## src/rtl/div_seq_ctrl.sv

```systemverilog
// Sequencing controller between the execute stage and a falling-edge iterative
// unsigned divider core. The optional divide-by-zero bypass is enabled by DIV_ZERO_BYPASS_EN.
module div_seq_ctrl #(
    parameter int WIDTH   = 32,
    parameter int TIMEOUT = 40
) (
    input  logic             clk,
    input  logic             reset,
    input  logic             req_valid,
    input  logic             req_signed,
    input  logic [WIDTH-1:0] rs_val,
    input  logic [WIDTH-1:0] rt_val,
    input  logic             flush,
    output logic             stall,
    output logic             div_start,
    output logic [WIDTH-1:0] div_dividend,
    output logic [WIDTH-1:0] div_divisor,
    input  logic             div_busy,
    input  logic [WIDTH-1:0] div_q,
    input  logic [WIDTH-1:0] div_r,
    output logic [WIDTH-1:0] hi,
    output logic [WIDTH-1:0] lo,
    output logic             hilo_we,
    output logic             timeout_err
);

    localparam int CW = $clog2(TIMEOUT + 2);

    typedef enum logic [2:0] {
        S_IDLE   = 3'd0,
        S_LAUNCH = 3'd1,
        S_WAIT   = 3'd2,
        S_RUN    = 3'd3,
        S_FIX    = 3'd4,
        S_DRAIN  = 3'd5
    } state_t;

    state_t           state_q;
    logic             negq_q;
    logic             negr_q;
    logic [CW-1:0]    tcnt_q;
    logic             div_start_q;
    logic [WIDTH-1:0] dvd_q;
    logic [WIDTH-1:0] dvs_q;
    logic [WIDTH-1:0] hi_q;
    logic [WIDTH-1:0] lo_q;
    logic             hilo_we_q;
    logic             timeout_err_q;

    logic [WIDTH-1:0] dvd_d;
    logic [WIDTH-1:0] dvs_d;
    logic [WIDTH-1:0] lo_d;
    logic [WIDTH-1:0] hi_d;
    logic             stall_s;

    // Two's complement negation modulo 2^WIDTH (so the most negative value maps to itself).
    function automatic logic [WIDTH-1:0] neg2c(input logic [WIDTH-1:0] x);
        return ~x + {{(WIDTH-1){1'b0}}, 1'b1};
    endfunction

    // Operand magnitudes for the core and sign-corrected results from it.
    always_comb begin
        dvd_d = (req_signed && rs_val[WIDTH-1]) ? neg2c(rs_val) : rs_val;
        dvs_d = (req_signed && rt_val[WIDTH-1]) ? neg2c(rt_val) : rt_val;
        lo_d  = negq_q ? neg2c(div_q) : div_q;
        hi_d  = negr_q ? neg2c(div_r) : div_r;
    end

    // Pipeline hold: a flush releases the stage at once; drain holds only a waiting request.
    always_comb begin
        stall_s = 1'b0;
        case (state_q)
            S_IDLE:   stall_s = req_valid && !flush;
            S_LAUNCH: stall_s = !flush;
            S_WAIT:   stall_s = !flush;
            S_RUN:    stall_s = !flush;
            S_FIX:    stall_s = 1'b0;
            S_DRAIN:  stall_s = req_valid;
            default:  stall_s = 1'b0;
        endcase
    end

    // Controller state machine with registered core handshake and HI/LO outputs.
    always_ff @(posedge clk or posedge reset) begin
        if (reset) begin
            state_q       <= S_IDLE;
            negq_q        <= 1'b0;
            negr_q        <= 1'b0;
            tcnt_q        <= {CW{1'b0}};
            div_start_q   <= 1'b0;
            dvd_q         <= {WIDTH{1'b0}};
            dvs_q         <= {WIDTH{1'b0}};
            hi_q          <= {WIDTH{1'b0}};
            lo_q          <= {WIDTH{1'b0}};
            hilo_we_q     <= 1'b0;
            timeout_err_q <= 1'b0;
        end else begin
            div_start_q <= 1'b0;
            hilo_we_q   <= 1'b0;
            case (state_q)
                S_IDLE: begin
                    if (req_valid && !flush) begin
                        negq_q <= req_signed & (rs_val[WIDTH-1] ^ rt_val[WIDTH-1]);
                        negr_q <= req_signed & rs_val[WIDTH-1];
                        dvd_q  <= dvd_d;
                        dvs_q  <= dvs_d;
`ifdef DIV_ZERO_BYPASS_EN
                        if (rt_val == {WIDTH{1'b0}}) begin
                            lo_q      <= {WIDTH{1'b1}};
                            hi_q      <= rs_val;
                            hilo_we_q <= 1'b1;
                            state_q   <= S_FIX;
                        end else begin
                            div_start_q <= 1'b1;
                            state_q     <= S_LAUNCH;
                        end
`else
                        div_start_q <= 1'b1;
                        state_q     <= S_LAUNCH;
`endif
                    end
                end
                S_LAUNCH: begin
                    tcnt_q  <= {CW{1'b0}};
                    state_q <= flush ? S_DRAIN : S_WAIT;
                end
                S_WAIT: begin
                    if (flush) begin
                        state_q <= S_DRAIN;
                    end else if (tcnt_q >= CW'(TIMEOUT)) begin
                        timeout_err_q <= 1'b1;
                        state_q       <= S_IDLE;
                    end else begin
                        tcnt_q <= tcnt_q + CW'(1);
                        if (div_busy) begin
                            state_q <= S_RUN;
                        end
                    end
                end
                S_RUN: begin
                    if (flush) begin
                        state_q <= S_DRAIN;
                    end else if (!div_busy) begin
                        lo_q      <= lo_d;
                        hi_q      <= hi_d;
                        hilo_we_q <= 1'b1;
                        state_q   <= S_FIX;
                    end else if (tcnt_q >= CW'(TIMEOUT)) begin
                        timeout_err_q <= 1'b1;
                        state_q       <= S_IDLE;
                    end else begin
                        tcnt_q <= tcnt_q + CW'(1);
                    end
                end
                // HI/LO were written on entry; a flush here has nothing left to cancel.
                S_FIX: begin
                    state_q <= S_IDLE;
                end
                S_DRAIN: begin
                    if (!div_busy) begin
                        state_q <= S_IDLE;
                    end
                end
                default: begin
                    state_q <= S_IDLE;
                end
            endcase
        end
    end

    assign stall        = stall_s;
    assign div_start    = div_start_q;
    assign div_dividend = dvd_q;
    assign div_divisor  = dvs_q;
    assign hi           = hi_q;
    assign lo           = lo_q;
    assign hilo_we      = hilo_we_q;
    assign timeout_err  = timeout_err_q;

endmodule

```

## config.mk

```make
export PLATFORM = sky130hd
export DESIGN_NAME = div_seq_ctrl
export DESIGN_NICKNAME = d
export VERILOG_FILES = /design/src/rtl/div_seq_ctrl.sv
export SDC_FILE = /design/constraint.sdc
export NUM_CORES = 1
export LEC_CHECK = 0
export BUFFER_PORTS_ARGS = -buffer_cell sky130_fd_sc_hd__buf_2
export CAP_MARGIN = 20
export CORE_MARGIN = 1
export CORE_UTILIZATION = 53
export CTS_BUF_LIST = sky130_fd_sc_hd__clkbuf_4 sky130_fd_sc_hd__clkbuf_8
export CTS_CLUSTER_DIAMETER = 200
export DETAILED_ROUTE_END_ITERATION = 12
export PLACE_DENSITY_LB_ADDON = 0.25
export SLEW_MARGIN = 20
export SYNTH_ARGS = -nofsm -noshare
export SYNTH_HDL_FRONTEND = slang
export SYNTH_SLANG_ARGS = --single-unit
```

## constraint.sdc

```tcl
create_clock -name clk -period 5.1 [get_ports clk]
set_input_delay 0 -clock clk [delete_from_list [all_inputs] [get_ports clk]]
set_output_delay 0 -clock clk [all_outputs]
set_load 0.02 [all_outputs]
```

==> impl_metrics.ini <==
[sta]
fin_skew_ns = 0.0133
setup_viol = 0
rsz0062_at_grt = false
finalSetupTns_ns = 0
relSlewSlack_pct = 33.0
tightest_slew_ns = 1.00
min_period_ns = 3.11
finalCritPeriodShare_pct = 61.1
hold_viol = 0
max_freq_mhz = 321
drv_slew = 0

[route]
drtIter0Drc = 767
firstDrtPassIters = 5
wl_per_cell_um = 17.1
drc = 0
drt-total-wl_um = 25800
dr_total_vias = 8542
antenna_left = 0
vias_per_cell = 5.66

[pwr]
peakVddDrop_mv = 0.268
leakagePower_uw = 0.00529
power_uw = 5330
power_density_nw_per_um2 = 464

[synth]
synth.area.top_cells = dfrtp_1 45%, o21ai_0 10%, xor2_1 9.6%
synth_area_um2 = 7910
synthCells = 901
synth_flop_cell = dfrtp_1
synth_area_per_cell_um2 = 8.78
yosysSeqAreaShare_pct = 44.9
synth_edf_count = 0
synth_warnings = 0
yosys.area.top_type = dfrtp_1
synth_nets = 1041
synth_top_area_share_pct = 44.9
async_flop_share_pct = 100
ys_types = 49
yosys_register_bits = 142

[job]
cap_violations = 0

[layout]
regArea_um2 = 3550
syn_to_final_growth_pct = 45.2
layout_common_cells = 265 x buf_2, 167 x dlygate4sd3_1, 161 x nand2_1
drive_above_1_share_pct = 23.7
multi_input_area_um2 = 4150
layout_commonest_cell = buf_2
nNetsFinal = 1452
num_antenna_cells = 0
n_fill_cell = 934

[clock_tree]
cts_setup_buffers = 0
clockBufferDepth = 2
cts_num_sinks = 142
cts_tree = yes
cts_buffers = 17
htree_num_levels = 4
insertion_delay_ns = 0.47
cts-root-buf = clkbuf_8
clk_pin_slew_ns = 0.08

[critical_path]
timing.rr.end = lo[27]$_DFFE_PP0P_
worst-r2r-setup-slack_ns = 1.99
rr_worst_depth = 7
start_kind = flip-flop
crit_type = reg2reg
worstPathArrival_ns = 3.52
rr_startpoint = state_q[2]$_DFFE_PP0P_
required_ns = 5.51
crit_path_end_kind = flip-flop
critPathMaxFanout = 70

[grt]
grt_max_degree = 129
grt_pass1_vias = 8267
antenna_found_initial = 0
grt_pass1_wl_um = 40100
grt_overflow_total = 0
grt_usage_pct = 33.6

[outcome]
outcome = finished, final reports clean

[floorplanning]
die_h_um = 124
core_area_um2 = 14500
initial_core_util_pct = 54.4
die_area_um2 = 15400
num_rows = 44
ios = 266
die_w_um = 124

[worst_hold_path]
worstHoldPathType = in2reg
hold_end = state_q[0]$_DFFE_PP0P_
min_path_cells = 4
hp-start = req_valid

[placement]
port_buffers = 265
dpl.hpwl_um = 14700
gp_congestion = 0.846
-- critical path: stages, from the launching register on --
cell and delay, ns:
dfrtp_1 0.47, nor2_1 0.46, nand3_4 0.57, buf_4 0.53, nor3b_1 0.25, a21oi_1 0.07, o311ai_0 0.11, dlygate4sd3_1 0.59
-- worst max path at each step --
stage / start / end / slack [ns] / depth (start not counted)
after CTS: state_q[1]$_DFFE_PP0P_ / div_divisor[25]$_DFFE_PP0P_ / 1.84 / 7
after floorplan: reset / div_dividend[0]$_DFFE_PP0P_ / 1.29 / 1
final: state_q[2]$_DFFE_PP0P_ / lo[27]$_DFFE_PP0P_ / 1.99 / 7
after global placement: state_q[1]$_DFFE_PP0P_ / div_divisor[28]$_DFFE_PP0P_ / 2.36 / 8
after global routing: state_q[2]$_DFFE_PP0P_ / lo[27]$_DFFE_PP0P_ / 1.69 / 7
after detailed placement: state_q[1]$_DFFE_PP0P_ / div_divisor[28]$_DFFE_PP0P_ / 2.27 / 8
-- power breakdown --
group          switching (uW)  internal, uW  total [uW]  leakage [uW]
combinational            1490           935        2430       0.00327
clock                     446           538         984      0.000207
sequential                334          1590        1920       0.00181
total                    2270          3060        5330       0.00529
-- flip-flops by register name, summed over array words and instances, names as in the netlist --
register / count
lo: 32
hilo_we: 1
negr_q: 1
div_start: 1
negq_q: 1
div_dividend: 32
tcnt_q: 6
state_q: 3
timeout_err: 1
div_divisor: 32
hi: 32
-- area by class of cell --
type	instances	share of cell area, %
multi-input cells	697	36.1
flip-flops and latches	142	30.9
repair buffers	436	26.5
clock buffers	22	2.58
well taps	184	2.00
clock inverters	9	1.17
inverters	18	0.632
-- per-layer routing --
layer	global-route usage [%]	wire length, um	vias to the layer above
met1	39.9	10300	4023
li1	-	-	4008
met5	0	0	-
met3	8.52	1960	85
met4	16.7	825	0
met2	56.4	12700	426
-- cells by family (layout without fill, tap and decap cells) --
| logic type | count (synthesis) | after routing | share of synthesized area (%) |
|---|---|---|---|
| buffers and inverters | 62 | 485 | 2.94 |
| XOR/XNOR | 114 | 114 | 12.6 |
| multiplexers | 6 | 6 | 0.775 |
| AND/OR/NAND/NOR | 327 | 327 | 19.9 |
| flip-flops | 142 | 142 | 44.9 |
| adder cells (fa/ha/maj) | 6 | 6 | 0.949 |
| AO/OA/AOI/OAI | 244 | 244 | 17.9 |
-- cells in the mapped netlist (14+ instances only) --
master / instances
a21oi_1: 18
clkbuf_1: 40
dfrtp_1: 142
inv_1: 18
nand2_1: 161
nand3_1: 15
nor2_1: 36
nor3_1: 27
nor4_1: 14
o21ai_0: 159
o31ai_1: 25
or4_1: 17
xnor2_1: 27
xor2_1: 87
-- timing repair --
| item | CTS | global route |
|---|---|---|
| hold buffers | 167 | 0 |
| endpoints found under the hold margin | 216 | 0 |
| resized for setup | 0 | 0 |
-- per-stage QoR --
stage	setup WS [ns]	utilization [%]	instance area, um2	hold slack (ns)	std cells
after floorplan	1.29	-	7910	0.0975	901
after global placement	2.36	64.4	9360	0.210	1309
after detailed placement	2.27	64.4	9360	0.203	1309
after CTS	1.84	78.8	11500	0.112	1507
after global routing	1.69	79.0	11500	0.150	1508
final	1.99	79.0	11500	0.132	1508
(Power assumes the default switching activity.)
